`src/rtl/program_memory_loader.sv`:
```
// -----------------------------------------------------------------------------
// program_memory_loader
//
// Boot-time loader that fills the instruction memory from a byte stream and
// holds the core in reset until the program is in place. The stream carries a
// 16-bit little-endian word count N followed by 4*N little-endian instruction
// bytes. Each assembled word is written at BASE_ADDRESS + 4*index.
//
// Optional feature (macro LOADER_CHECKSUM_EN): after the last word, one extra
// byte is accepted and compared with the XOR of all data bytes. A mismatch
// ends the load in ERROR with the core still held.
//
// Ports:
//   clk             rising-edge clock
//   reset           asynchronous, active-high reset
//   start_i         begin a load (sampled only in IDLE, DONE and ERROR)
//   rx_data_i       stream byte
//   rx_valid_i      rx_data_i valid
//   rx_ready_o      loader accepts a byte (transfer when valid && ready)
//   mem_we_o        program memory write strobe, one cycle per word
//   mem_addr_o      word-aligned byte address of the write
//   mem_wdata_o     assembled instruction word
//   cpu_hold_o      holds the core while high
//   busy_o          load in progress
//   done_o          load completed successfully
//   error_o         load rejected
//   words_loaded_o  words written in the current or last load
// -----------------------------------------------------------------------------
module program_memory_loader #(
    parameter int                    DATA_WIDTH   = 32,
    parameter int                    MEMORY_DEPTH = 32,
    parameter logic [DATA_WIDTH-1:0] BASE_ADDRESS = 32'h0040_0000
) (
    input  logic                  clk,
    input  logic                  reset,
    input  logic                  start_i,
    input  logic [7:0]            rx_data_i,
    input  logic                  rx_valid_i,
    output logic                  rx_ready_o,
    output logic                  mem_we_o,
    output logic [DATA_WIDTH-1:0] mem_addr_o,
    output logic [DATA_WIDTH-1:0] mem_wdata_o,
    output logic                  cpu_hold_o,
    output logic                  busy_o,
    output logic                  done_o,
    output logic                  error_o,
    output logic [15:0]           words_loaded_o
);

    localparam logic [15:0] DEPTH_W = 16'(MEMORY_DEPTH);

    typedef enum logic [2:0] {
        S_IDLE,
        S_LEN_LO,
        S_LEN_HI,
        S_DATA,
        S_WRITE,
`ifdef LOADER_CHECKSUM_EN
        S_CHK,
`endif
        S_DONE,
        S_ERROR
    } state_t;

    state_t                  state_q, state_d;
    logic [15:0]             len_q, len_d;
    // Word index; it always equals the number of words written in this load,
    // so it also drives words_loaded_o.
    logic [15:0]             idx_q, idx_d;
    logic [1:0]              bcnt_q, bcnt_d;
    logic [DATA_WIDTH-1:0]   word_q, word_d;
`ifdef LOADER_CHECKSUM_EN
    logic [7:0]              csum_q, csum_d;
`endif

    // Word count as it will look once the high byte currently on the bus lands.
    logic [15:0] n_rx;
    assign n_rx = {rx_data_i, len_q[7:0]};

    always_ff @(posedge clk or posedge reset) begin
        if (reset) begin
            state_q <= S_IDLE;
            len_q   <= '0;
            idx_q   <= '0;
            bcnt_q  <= '0;
            word_q  <= '0;
`ifdef LOADER_CHECKSUM_EN
            csum_q  <= '0;
`endif
        end else begin
            state_q <= state_d;
            len_q   <= len_d;
            idx_q   <= idx_d;
            bcnt_q  <= bcnt_d;
            word_q  <= word_d;
`ifdef LOADER_CHECKSUM_EN
            csum_q  <= csum_d;
`endif
        end
    end

    always_comb begin
        state_d = state_q;
        len_d   = len_q;
        idx_d   = idx_q;
        bcnt_d  = bcnt_q;
        word_d  = word_q;
`ifdef LOADER_CHECKSUM_EN
        csum_d  = csum_q;
`endif
        case (state_q)
            S_IDLE, S_DONE, S_ERROR: begin
                if (start_i) begin
                    state_d = S_LEN_LO;
                    len_d   = '0;
                    idx_d   = '0;
                    bcnt_d  = '0;
`ifdef LOADER_CHECKSUM_EN
                    csum_d  = '0;
`endif
                end
            end
            S_LEN_LO: begin
                if (rx_valid_i) begin
                    len_d[7:0] = rx_data_i;
                    state_d    = S_LEN_HI;
                end
            end
            S_LEN_HI: begin
                if (rx_valid_i) begin
                    len_d[15:8] = rx_data_i;
                    if (n_rx == 16'd0 || n_rx > DEPTH_W) begin
                        state_d = S_ERROR;
                    end else begin
                        state_d = S_DATA;
                    end
                end
            end
            S_DATA: begin
                if (rx_valid_i) begin
                    word_d[{bcnt_q, 3'b000} +: 8] = rx_data_i;
                    bcnt_d = bcnt_q + 2'd1;
`ifdef LOADER_CHECKSUM_EN
                    csum_d = csum_q ^ rx_data_i;
`endif
                    if (bcnt_q == 2'd3) begin
                        state_d = S_WRITE;
                    end
                end
            end
            S_WRITE: begin
                idx_d = idx_q + 16'd1;
                if (idx_q + 16'd1 == len_q) begin
`ifdef LOADER_CHECKSUM_EN
                    state_d = S_CHK;
`else
                    state_d = S_DONE;
`endif
                end else begin
                    state_d = S_DATA;
                end
            end
`ifdef LOADER_CHECKSUM_EN
            S_CHK: begin
                if (rx_valid_i) begin
                    state_d = (rx_data_i == csum_q) ? S_DONE : S_ERROR;
                end
            end
`endif
            default: state_d = S_IDLE;
        endcase
    end

    // Moore outputs decoded from registered state and counters.
`ifdef LOADER_CHECKSUM_EN
    assign rx_ready_o = (state_q == S_LEN_LO) || (state_q == S_LEN_HI) ||
                        (state_q == S_DATA)   || (state_q == S_CHK);
`else
    assign rx_ready_o = (state_q == S_LEN_LO) || (state_q == S_LEN_HI) ||
                        (state_q == S_DATA);
`endif
    assign busy_o         = rx_ready_o || (state_q == S_WRITE);
    assign mem_we_o       = (state_q == S_WRITE);
    // Address wraps modulo 2^DATA_WIDTH.
    assign mem_addr_o     = BASE_ADDRESS + {{(DATA_WIDTH-18){1'b0}}, idx_q, 2'b00};
    assign mem_wdata_o    = word_q;
    assign cpu_hold_o     = (state_q != S_DONE);
    assign done_o         = (state_q == S_DONE);
    assign error_o        = (state_q == S_ERROR);
    assign words_loaded_o = idx_q;

endmodule

```
`config.mk`:
```
export PLATFORM = sky130hd
export DESIGN_NAME = program_memory_loader
export DESIGN_NICKNAME = d
export VERILOG_FILES = /design/src/rtl/program_memory_loader.sv
export SDC_FILE = /design/constraint.sdc
export NUM_CORES = 1
export LEC_CHECK = 0
export ABC_AREA = 1
export BUFFER_PORTS_ARGS = -buffer_cell sky130_fd_sc_hd__clkbuf_2
export CORE_MARGIN = 1.5
export CORE_UTILIZATION = 47
export CTS_CLUSTER_DIAMETER = 80
export CTS_CLUSTER_SIZE = 8
export DETAILED_ROUTE_END_ITERATION = 10
export GPL_ROUTABILITY_DRIVEN = 0
export HOLD_SLACK_MARGIN = 0.06
export PLACE_DENSITY_LB_ADDON = 0.3
export SLEW_MARGIN = 20
export SYNTH_ARGS = -nofsm -noshare
export SYNTH_HDL_FRONTEND = slang
export SYNTH_SLANG_ARGS = --single-unit
```
`constraint.sdc`:
```
create_clock -name clk -period 2.2 [get_ports clk]
set_input_delay 0.55 -clock clk [delete_from_list [all_inputs] [get_ports clk]]
set_output_delay 0.55 -clock clk [all_outputs]
set_load 0.005 [all_outputs]
```
==> results of run 1 <==
## how the worst max path moves through the flow
stage	to	slack (ns)	cells past startpoint
finish	state_q[1]	0.22	16
global route	state_q[1]	0.01	14
CTS	state_q[1]	0.13	14
detailed placement	state_q[1]	0.15	14
global placement	state_q[1]	0.25	14
floorplan	mem_wdata_o[18]	0.36	6
## worst max-delay path: cells and delay by family, from the launching register on
kind,cells,cell delay (ns)
buf+inv,1,0.14
fa+ha+maj,1,0.24
flops,1,0.41
simple gates,14,1.10
## cells in the mapped netlist, drive strengths merged
library cell	number	area (um^2)
nand2	153	579
dfrtp	69	1730
inv	69	259
nand3	63	315
nor2	54	243
o21ai	50	254
buf	38	284
nand4	16	100
a21oi	14	73.8
o22ai	14	87.6
ha	6	75.1
clkbuf	4	15.0
conb	2	7.51
nand3b	2	15.0
nor3	2	10.0
nor4	2	12.5
a211oi	1	20.0
a31oi	1	6.26
o2111ai	1	8.76
or2	1	6.26
xnor2	1	8.76
xor2	1	8.76
## layer usage
layer  global-route usage  routed length (um)
met1                0.311                4510
met2                0.361                4870
met3               0.0556                 756
met4                0.140                 365
met5                    0                   0
## power by group through the flow
stage          sequential, mW  combinational (mW)  clock, mW
6_report                 1.71                2.02       1.03
5_1_grt                  1.75                2.29       1.10
4_1_cts                  1.71                2.01       1.05
3_5_place_dp             1.73                2.00          0
3_3_place_gp             1.73                1.96          0
2_1_floorplan            1.69                1.47          0
## cell families (layout without fill, tap and decap cells)
| logic type | Yosys count | in the layout | synth area share |
|---|---|---|---|
| DFF | 69 | 69 | 0.419 |
| xor gates and xnor gates | 2 | 2 | 0.00426 |
| and+or+nand+nor | 293 | 293 | 0.311 |
| other | 2 | 16 | 0.00182 |
| AOI/OAI and AO/OA | 81 | 81 | 0.109 |
| adders and majority gates | 6 | 6 | 0.0182 |
| buffers and inverters | 111 | 177 | 0.136 |
## registers in the layout, summed over array words and instances (netlist names)
signal / count
bcnt_q: 2
len_q: 16
state_q: 3
words_loaded_o: 16
mem_wdata_o: 32
## layout make-up
cell class	instances	area (um^2)	share of cell area
multi-input cells	398	1890	0.401
flip-flops and latches	69	1730	0.368
repair buffers	92	500	0.106
inverters	69	263	0.0559
clock buffers	11	131	0.0279
well taps	105	131	0.0279
clock inverters	5	60.1	0.0128
## per-stage QoR
step	hold slack [ns]	instance area, um^2
finish	0.272	4700
global route	0.297	4700
CTS	0.288	4700
detailed placement	0.491	4510
global placement	0.491	4510
floorplan	0.499	4170
==> qor.csv, run 1 <==
metric;value;unit
antenna_found_initial;0;
root_buffer;clkbuf_8;
drt_pass1_iterations;5;
crit_start;words_loaded_o[1];
startpoint_type;flip-flop;
place_inst;733;
required;2.45;ns
clk_pin_slew;0.08;ns
sequentialPowerShare;0.360;
initial_utilization;0.494;
synth_cells;564;
yosysSeqAreaShare;0.419;
dieArea;9330;um^2
slew_headroom;0.596;
hold_viol_final;0;
cp-end-kind;flip-flop;
vias;3985;
fin_setup_tns;0;ns
wl_per_cell;14.0;um
syn_to_final_growth;14.3;%
grt_pass1_vias;3512;
drive_gt1_frac;0.196;
switchingPower;2.02;mW
drtIter0Drc;218;
post_cts_buffers;0;
setup_viol;0;
clock_skew;0.00734;ns
core_area;8340;um^2
post_cts_resized;0;
critPathMaxFanout;6;
rsz0062_at_grt;false;
min_period_over_period;0.902;
pin_count;98;
p_sw_frac;0.425;
final_common_cell;nand2_1;
combPwrFrac;0.424;
p_per_area;1010;nW/um^2
final_cells;749;
cpMaxStageDelayCell;dfrtp_2;
die_x;96.6;um
max-cap-violations;0;
cp_cell_sequence;ha_1 -> nand3_1 -> inv_2 -> nand2_1 -> nor2_1 -> nand2_1 -> nand2_1 -> nand2_1 -> nand2_1 -> nand2_1 -> nor2_1 -> nand3_1 -> nand2_1 -> nand2_1 -> nand2_1 -> nand2_1;
pre_cts_ws;0.147;ns
wirelength;10500;um
fillers;799;
viasPerCell;5.32;
synth-seq-cells;69;
dp_hpwl;7670;um
r2r_end;state_q[1];
cts_buffer_depth;2;
numPortBuffers;81;
numCtsBuffers;9;
power.internal;2.74;mW
status;finished, final reports clean;
grt_pass1_wl;16900;um
pwr-share-clk;0.217;
grt_max_degree;70;
r2r_slack;0.22;ns
min_path_type;primary input to asynchronous set/reset pin;
htree_levels;3;
final_cell_mix;nand2_1 (151), clkbuf_2 (81), inv_1 (66), dfrtp_1 (66), nand3_1 (63);
die_y;96.6;um
timing.rr.start;words_loaded_o[1];
worst_pin_slew;0.605;ns
critical_path_class;flip-flop to flip-flop;
peakVddDrop;0.431;mV
clkSinkCount;69;
yosys_warnings;0;
syn_area;4120;um^2
clock_latency;0.35;ns
cts_tree;built;
crit_path_max_incr_delay;0.41;ns
num_rows;33;
total_leakage_power;2.54;nW
min_period;1.98;ns
antennaDiodeCount;0;
crit_path_frequent_cell;nand2_1;
fin_util;0.564;
track_usage;0.239;
drc;0;
cts_hold_buffers;0;
r2r_cells;16;
max_freq;504;MHz
drv_slew;0;
p_total;4.76;mW
drt.antenna.violating_nets;0;
grt_overflow;0;
setup_slack;0.216;ns
synth_cell_types;31;
nNetsFinal;657;
worst_ep_arrival_time;2.23;ns
syn_area_per_cell;7.30;um^2
(Power assumes the default switching activity.)
==> run 2: changes to the inputs <==
--- a/config.mk
+++ b/config.mk
@@ -5,7 +5,6 @@
 export SDC_FILE = /design/constraint.sdc
 export NUM_CORES = 1
 export LEC_CHECK = 0
-export ABC_AREA = 1
 export BUFFER_PORTS_ARGS = -buffer_cell sky130_fd_sc_hd__clkbuf_2
 export CORE_MARGIN = 1.5
 export CORE_UTILIZATION = 47
==> run 2 against run 1 <==
Net effect:
- die area shrank 2.4%
- clock skew grew 0.0028 ns
- global-route usage shrank 1.4 points
- via count shrank 11%
- sequential share of layout area shrank 0.23 points
- first-iteration DRC count shrank 24%
- count of clock-buffer cells in the layout shrank 1
- combinational power grew 9.9%
- critical endpoint is now error_o
- routed wire length shrank 11%
- cell count shrank 10%
- final area grew 0.48%
==> qor.csv, run 2 <==
metric;value;unit
numCtsBuffers;9;
cts_buffer_depth;2;
max_freq;487;MHz
cts_tree;built;
min_period;2.05;ns
min_path_type;primary input to asynchronous set/reset pin;
startpoint_type;flip-flop;
ys_top_cells_by_area;dfrtp_1 (43%), nand2_1 (11%), o21ai_0 (9.0%), buf_4 (6.9%), xnor2_1 (2.8%);
grt_max_degree;70;
r2r_slack;0.19;ns
critical_path_class;flip-flop to primary output;
drt.antenna.violating_nets;0;
final_common_cell;nand2_1;
clk_pin_slew;0.08;ns
synth_async_sr_flop_share;1.00;
multi_input_area;1970;um^2
track_usage;0.225;
drtIter0Drc;166;
drv_slew;0;
antenna_found_initial;0;
rsz0062_at_grt;true;
netlist_top_cells_count;nand2_1 (118), o21ai_0 (72), dfrtp_1 (69);
die_x;95.4;um
yosysSeqAreaShare;0.430;
total_leakage_power;2.24;nW
clkSinkCount;69;
final_cell_mix;nand2_1 (118), clkbuf_2 (81), o21ai_0 (72);
die_y;95.4;um
grt_pass1_wl;15700;um
postPlaceCellArea;4510;um^2
drc;0;
core_area;8260;um^2
antennaDiodeCount;0;
clock_skew;0.0101;ns
grt_pass1_vias;3237;
wl_per_cell;14.0;um
syn_to_final_growth;17.8;%
pin_count;98;
drt_pass1_iterations;5;
max-cap-violations;0;
synth-seq-cells;69;
r2r_end;state_q[1];
num_rows;33;
nNetsFinal;580;
timing.rr.start;words_loaded_o[8];
required;1.65;ns
regArea;1730;um^2
initial_utilization;0.486;
synth_cells;478;
hold_viol_final;0;
peakVddDrop;0.569;mV
root_buffer;clkbuf_8;
synth_top_area_cell;dfrtp_1;
synth_edf_count;0;
status;finished, final reports clean;
dp_hpwl;6790;um
holdWs;0.272;ns
critPathMaxFanout;8;
numPortBuffers;81;
largest_register_ffs;32;
worst_pin_slew;0.562;ns
ys.flop_type;dfrtp_1;
wirelength;9400;um
synth_cell_types;54;
fillers;777;
dieArea;9100;um^2
synth_most_common_cell;nand2_1;
syn_area;4010;um^2
post_cts_buffers;0;
htree_levels;3;
p_per_area;1100;nW/um^2
finalInstanceArea;4730;um^2
cp-end-kind;primary output;
syn_area_per_cell;8.39;um^2
worst_ep_arrival_time;1.50;ns
drive_gt1_frac;0.256;
vias;3557;
grt_overflow;0;
min_period_over_period;0.933;
yosys_warnings;0;
r2r_cells;6;
setup_viol;0;
slew_headroom;0.622;
viasPerCell;5.29;
clock_latency;0.35;ns
netlist.area_leader.share;0.430;
run 2: cell count changes in the layout (fill, tap and decap cells not counted), moves of 12 or more:
cell     change
inv_1       -58
nand3_1     -51
nand2_1     -33
o21ai_0     +26
buf_4       +19
nor2_1      -19
o22ai_1     -13
xnor2_1     +12
run 2: final cells by class:
cell class	count	area share
flip-flops and latches	69	0.366
well taps	105	0.0278
clock buffers	10	0.0291
repair buffers	111	0.136
multi-input cells	361	0.418
inverters	10	0.00874
clock inverters	6	0.0151
run 2: cells by family after synthesis:
family          Yosys count  synth area share
fa+ha+maj                 7            0.0212
compound gates          110             0.159
simple gates            204             0.241
other cells               2           0.00187
flops                    69             0.430
mux                       2           0.00530
buf+inv                  62            0.0935
xor+xnor                 22            0.0480
run 2: metal layers:
layer / vias to the layer above / track usage / routed length [um]
met4: 0 / 0.0723 / 134
li1: 1763 / - / -
met5: - / 0 / 0
met3: 15 / 0.0614 / 677
met1: 1656 / 0.320 / 4430
met2: 123 / 0.330 / 4160
run 2: per-stage QoR:
| step | instances | power (mW) | TNS [ns] | util | setup slack [ns] |
|---|---|---|---|---|---|
| 4_1_cts | 672 | 5.19 | 0 | 0.571 | 0.133 |
| 2_1_floorplan | 492 | 3.39 | 0 | - | 0.0833 |
| 3_3_place_gp | 656 | 4.04 | 0 | 0.546 | 0.184 |
| 5_1_grt | 672 | 5.60 | -0.0127 | 0.572 | -0.0127 |
| 6_report | 672 | 5.18 | 0 | 0.572 | 0.147 |
| 3_5_place_dp | 656 | 4.10 | 0 | 0.546 | 0.163 |
run 2: worst max-delay path, stage by stage, from the launching register on:
cell and delay, ns:
dfrtp_1 0.46, buf_4 0.20, inv_1 0.09, nor3_1 0.25
clkbuf_2 0.16
run 2: worst max-delay path by stage:
| stage | from | to | slack (ns) | cells past startpoint |
|---|---|---|---|---|
| floorplan | words_loaded_o[0] | state_q[1] | 0.08 | 7 |
| global placement | words_loaded_o[1] | state_q[1] | 0.18 | 7 |
| detailed placement | state_q[0] | len_q[14] | 0.16 | 5 |
| CTS | words_loaded_o[1] | state_q[1] | 0.13 | 7 |
| global route | words_loaded_o[8] | state_q[1] | -0.01 | 6 |
| finish | state_q[2] | error_o | 0.15 | 4 |
run 2: where the power goes:
group          total, mW  internal, mW  switching [mW]
combinational       2.22         0.985            1.24
sequential          1.88          1.57           0.307
clock               1.08         0.562           0.517
total               5.18          3.12            2.06
run 2: what timing repair did:
action | in CTS | in global routing
gates resized for setup | 0 | 5
endpoints found under the setup margin | 0 | 12
hold buffers | 0 | 0
==> run 3: changes to the inputs <==
--- a/config.mk
+++ b/config.mk
@@ -6,6 +6,7 @@
 export NUM_CORES = 1
 export LEC_CHECK = 0
 export BUFFER_PORTS_ARGS = -buffer_cell sky130_fd_sc_hd__clkbuf_2
+export CORE_ASPECT_RATIO = 0.6
 export CORE_MARGIN = 1.5
 export CORE_UTILIZATION = 47
 export CTS_CLUSTER_DIAMETER = 80
==> run 3 against run 2 <==
Net effect:
- global-route usage grew 1.7 points
- cell count rose by 0.60%
- non-clock buffer count increased by 1
- utilization increased by 2.8 points
- sequential power about the same
- first-iteration DRC count rose by 73%
==> qor.csv, run 3 (synthesized netlist as in run 2, its figures left out) <==
metric;value;unit
pin_count;98;
worst_pin_slew;0.577;ns
holdWs;0.293;ns
max_freq;473;MHz
drtIter0Drc;288;
syn_to_final_growth;20.8;%
nNetsFinal;581;
grt_use_met3;0.0652;
core_area;8070;um^2
clkSinkCount;69;
fin_setup_tns;0;ns
required;1.65;ns
drc;0;
cp-end-kind;primary output;
htree_levels;3;
drt_pass1_iterations;4;
cts_tree;built;
groute.layer.met2.usage;0.373;
clock_skew;0.00976;ns
place_inst;660;
wirelength;10600;um
cts_buffer_depth;2;
total_leakage_power;2.28;nW
numPortBuffers;81;
status;finished, final reports clean;
critical_path_class;flip-flop to primary output;
final_common_cell;nand2_1;
wl_per_cell;15.6;um
dp_hpwl;7430;um
numCtsBuffers;9;
grt_pass1_vias;3274;
die_x;122;um
drt.antenna.violating_nets;0;
hold_viol_final;0;
root_buffer;clkbuf_16;
rsz0062_at_grt;false;
worst_ep_arrival_time;1.56;ns
drive_gt1_frac;0.264;
clk_pin_slew;0.06;ns
final_cells;676;
critPathMaxFanout;10;
antennaDiodeCount;0;
largest_register_ffs;32;
final_cell_mix;nand2_1 (118), clkbuf_2 (81), o21ai_0 (72);
vias;3655;
num_rows;25;
min_path_type;primary input to asynchronous set/reset pin;
clock_latency;0.34;ns
setup_viol;0;
drv_slew;0;
antenna_found_initial;0;
initial_utilization;0.497;
top_usage_layer;met2;
startpoint_type;flip-flop;
p_per_area;1180;nW/um^2
min_period;2.11;ns
grt_overflow;0;
fillers;710;
track_usage;0.242;
grt_max_degree;70;
viasPerCell;5.41;
slew_headroom;0.612;
max-cap-violations;0;
die_y;74.6;um
dieArea;9120;um^2
grt_pass1_wl;16600;um
grt_use_met1;0.341;
min_period_over_period;0.960;
peakVddDrop;0.597;mV
run 3: critical path, stage by stage (launching register included):
cell and delay (ns):
dfrtp_1 0.45, buf_4 0.20, nor2_1 0.12, nand2_1 0.10
inv_2 0.20, clkbuf_2 0.15
run 3: layer usage:
| metal | vias to the layer above | share of wire | wire length [um] |
|---|---|---|---|
| li1 | 1762 | - | - |
| met5 | - | 0 | 0 |
| met1 | 1741 | 0.47 | 4980 |
| met4 | 0 | 0.0089 | 94 |
| met2 | 140 | 0.45 | 4760 |
| met3 | 12 | 0.069 | 732 |
run 3: layout make-up:
type,count,area [um^2],area share
Clock buffer,10,239,0.0493
Inverter,10,41.3,0.00852
Multi-Input combinational cell,361,1990,0.410
Tap cell,108,135,0.0279
Clock inverter,6,62.6,0.0129
Sequential cell,69,1730,0.357
Timing Repair Buffer,112,651,0.134
run 3: final timing paths:
path / endpoint / slack, ns / cells after the start / from
worst max-delay path: mem_we_o / 0.09 / 5 / state_q[0]
worst min-delay path: words_loaded_o[4] / 0.29 / 3 / reset
worst max register to register: state_q[1] / 0.11 / 7 / words_loaded_o[1]
worst min register to register: mem_wdata_o[5] / 0.48 / 2 / mem_wdata_o[5]
max in group asynchronous: words_loaded_o[8] / 1.57 / 3 / reset
min in group clk: mem_wdata_o[5] / 0.48 / 2 / mem_wdata_o[5]
run 3: repair_timing:
action | in CTS | in global routing
gates resized for setup | 0 | 8
endpoints found under the setup margin | 0 | 20
hold buffers | 0 | 0
setup buffers | 0 | 0
run 3: report_power, final:
part	internal [mW]	switching (mW)
registers	1.57	0.327
logic	0.999	1.32
clock network	0.904	0.567
total	3.48	2.22
run 3: through the flow:
stage	instance area, um^2	power, mW	setup WS [ns]	utilization
floorplan	4070	3.39	0.0833	-
global placement	4520	4.07	0.185	0.560
detailed placement	4520	4.16	0.0235	0.560
CTS	4820	5.66	0.00469	0.597
global route	4850	6.08	0.0232	0.600
finish	4850	5.69	0.0880	0.600
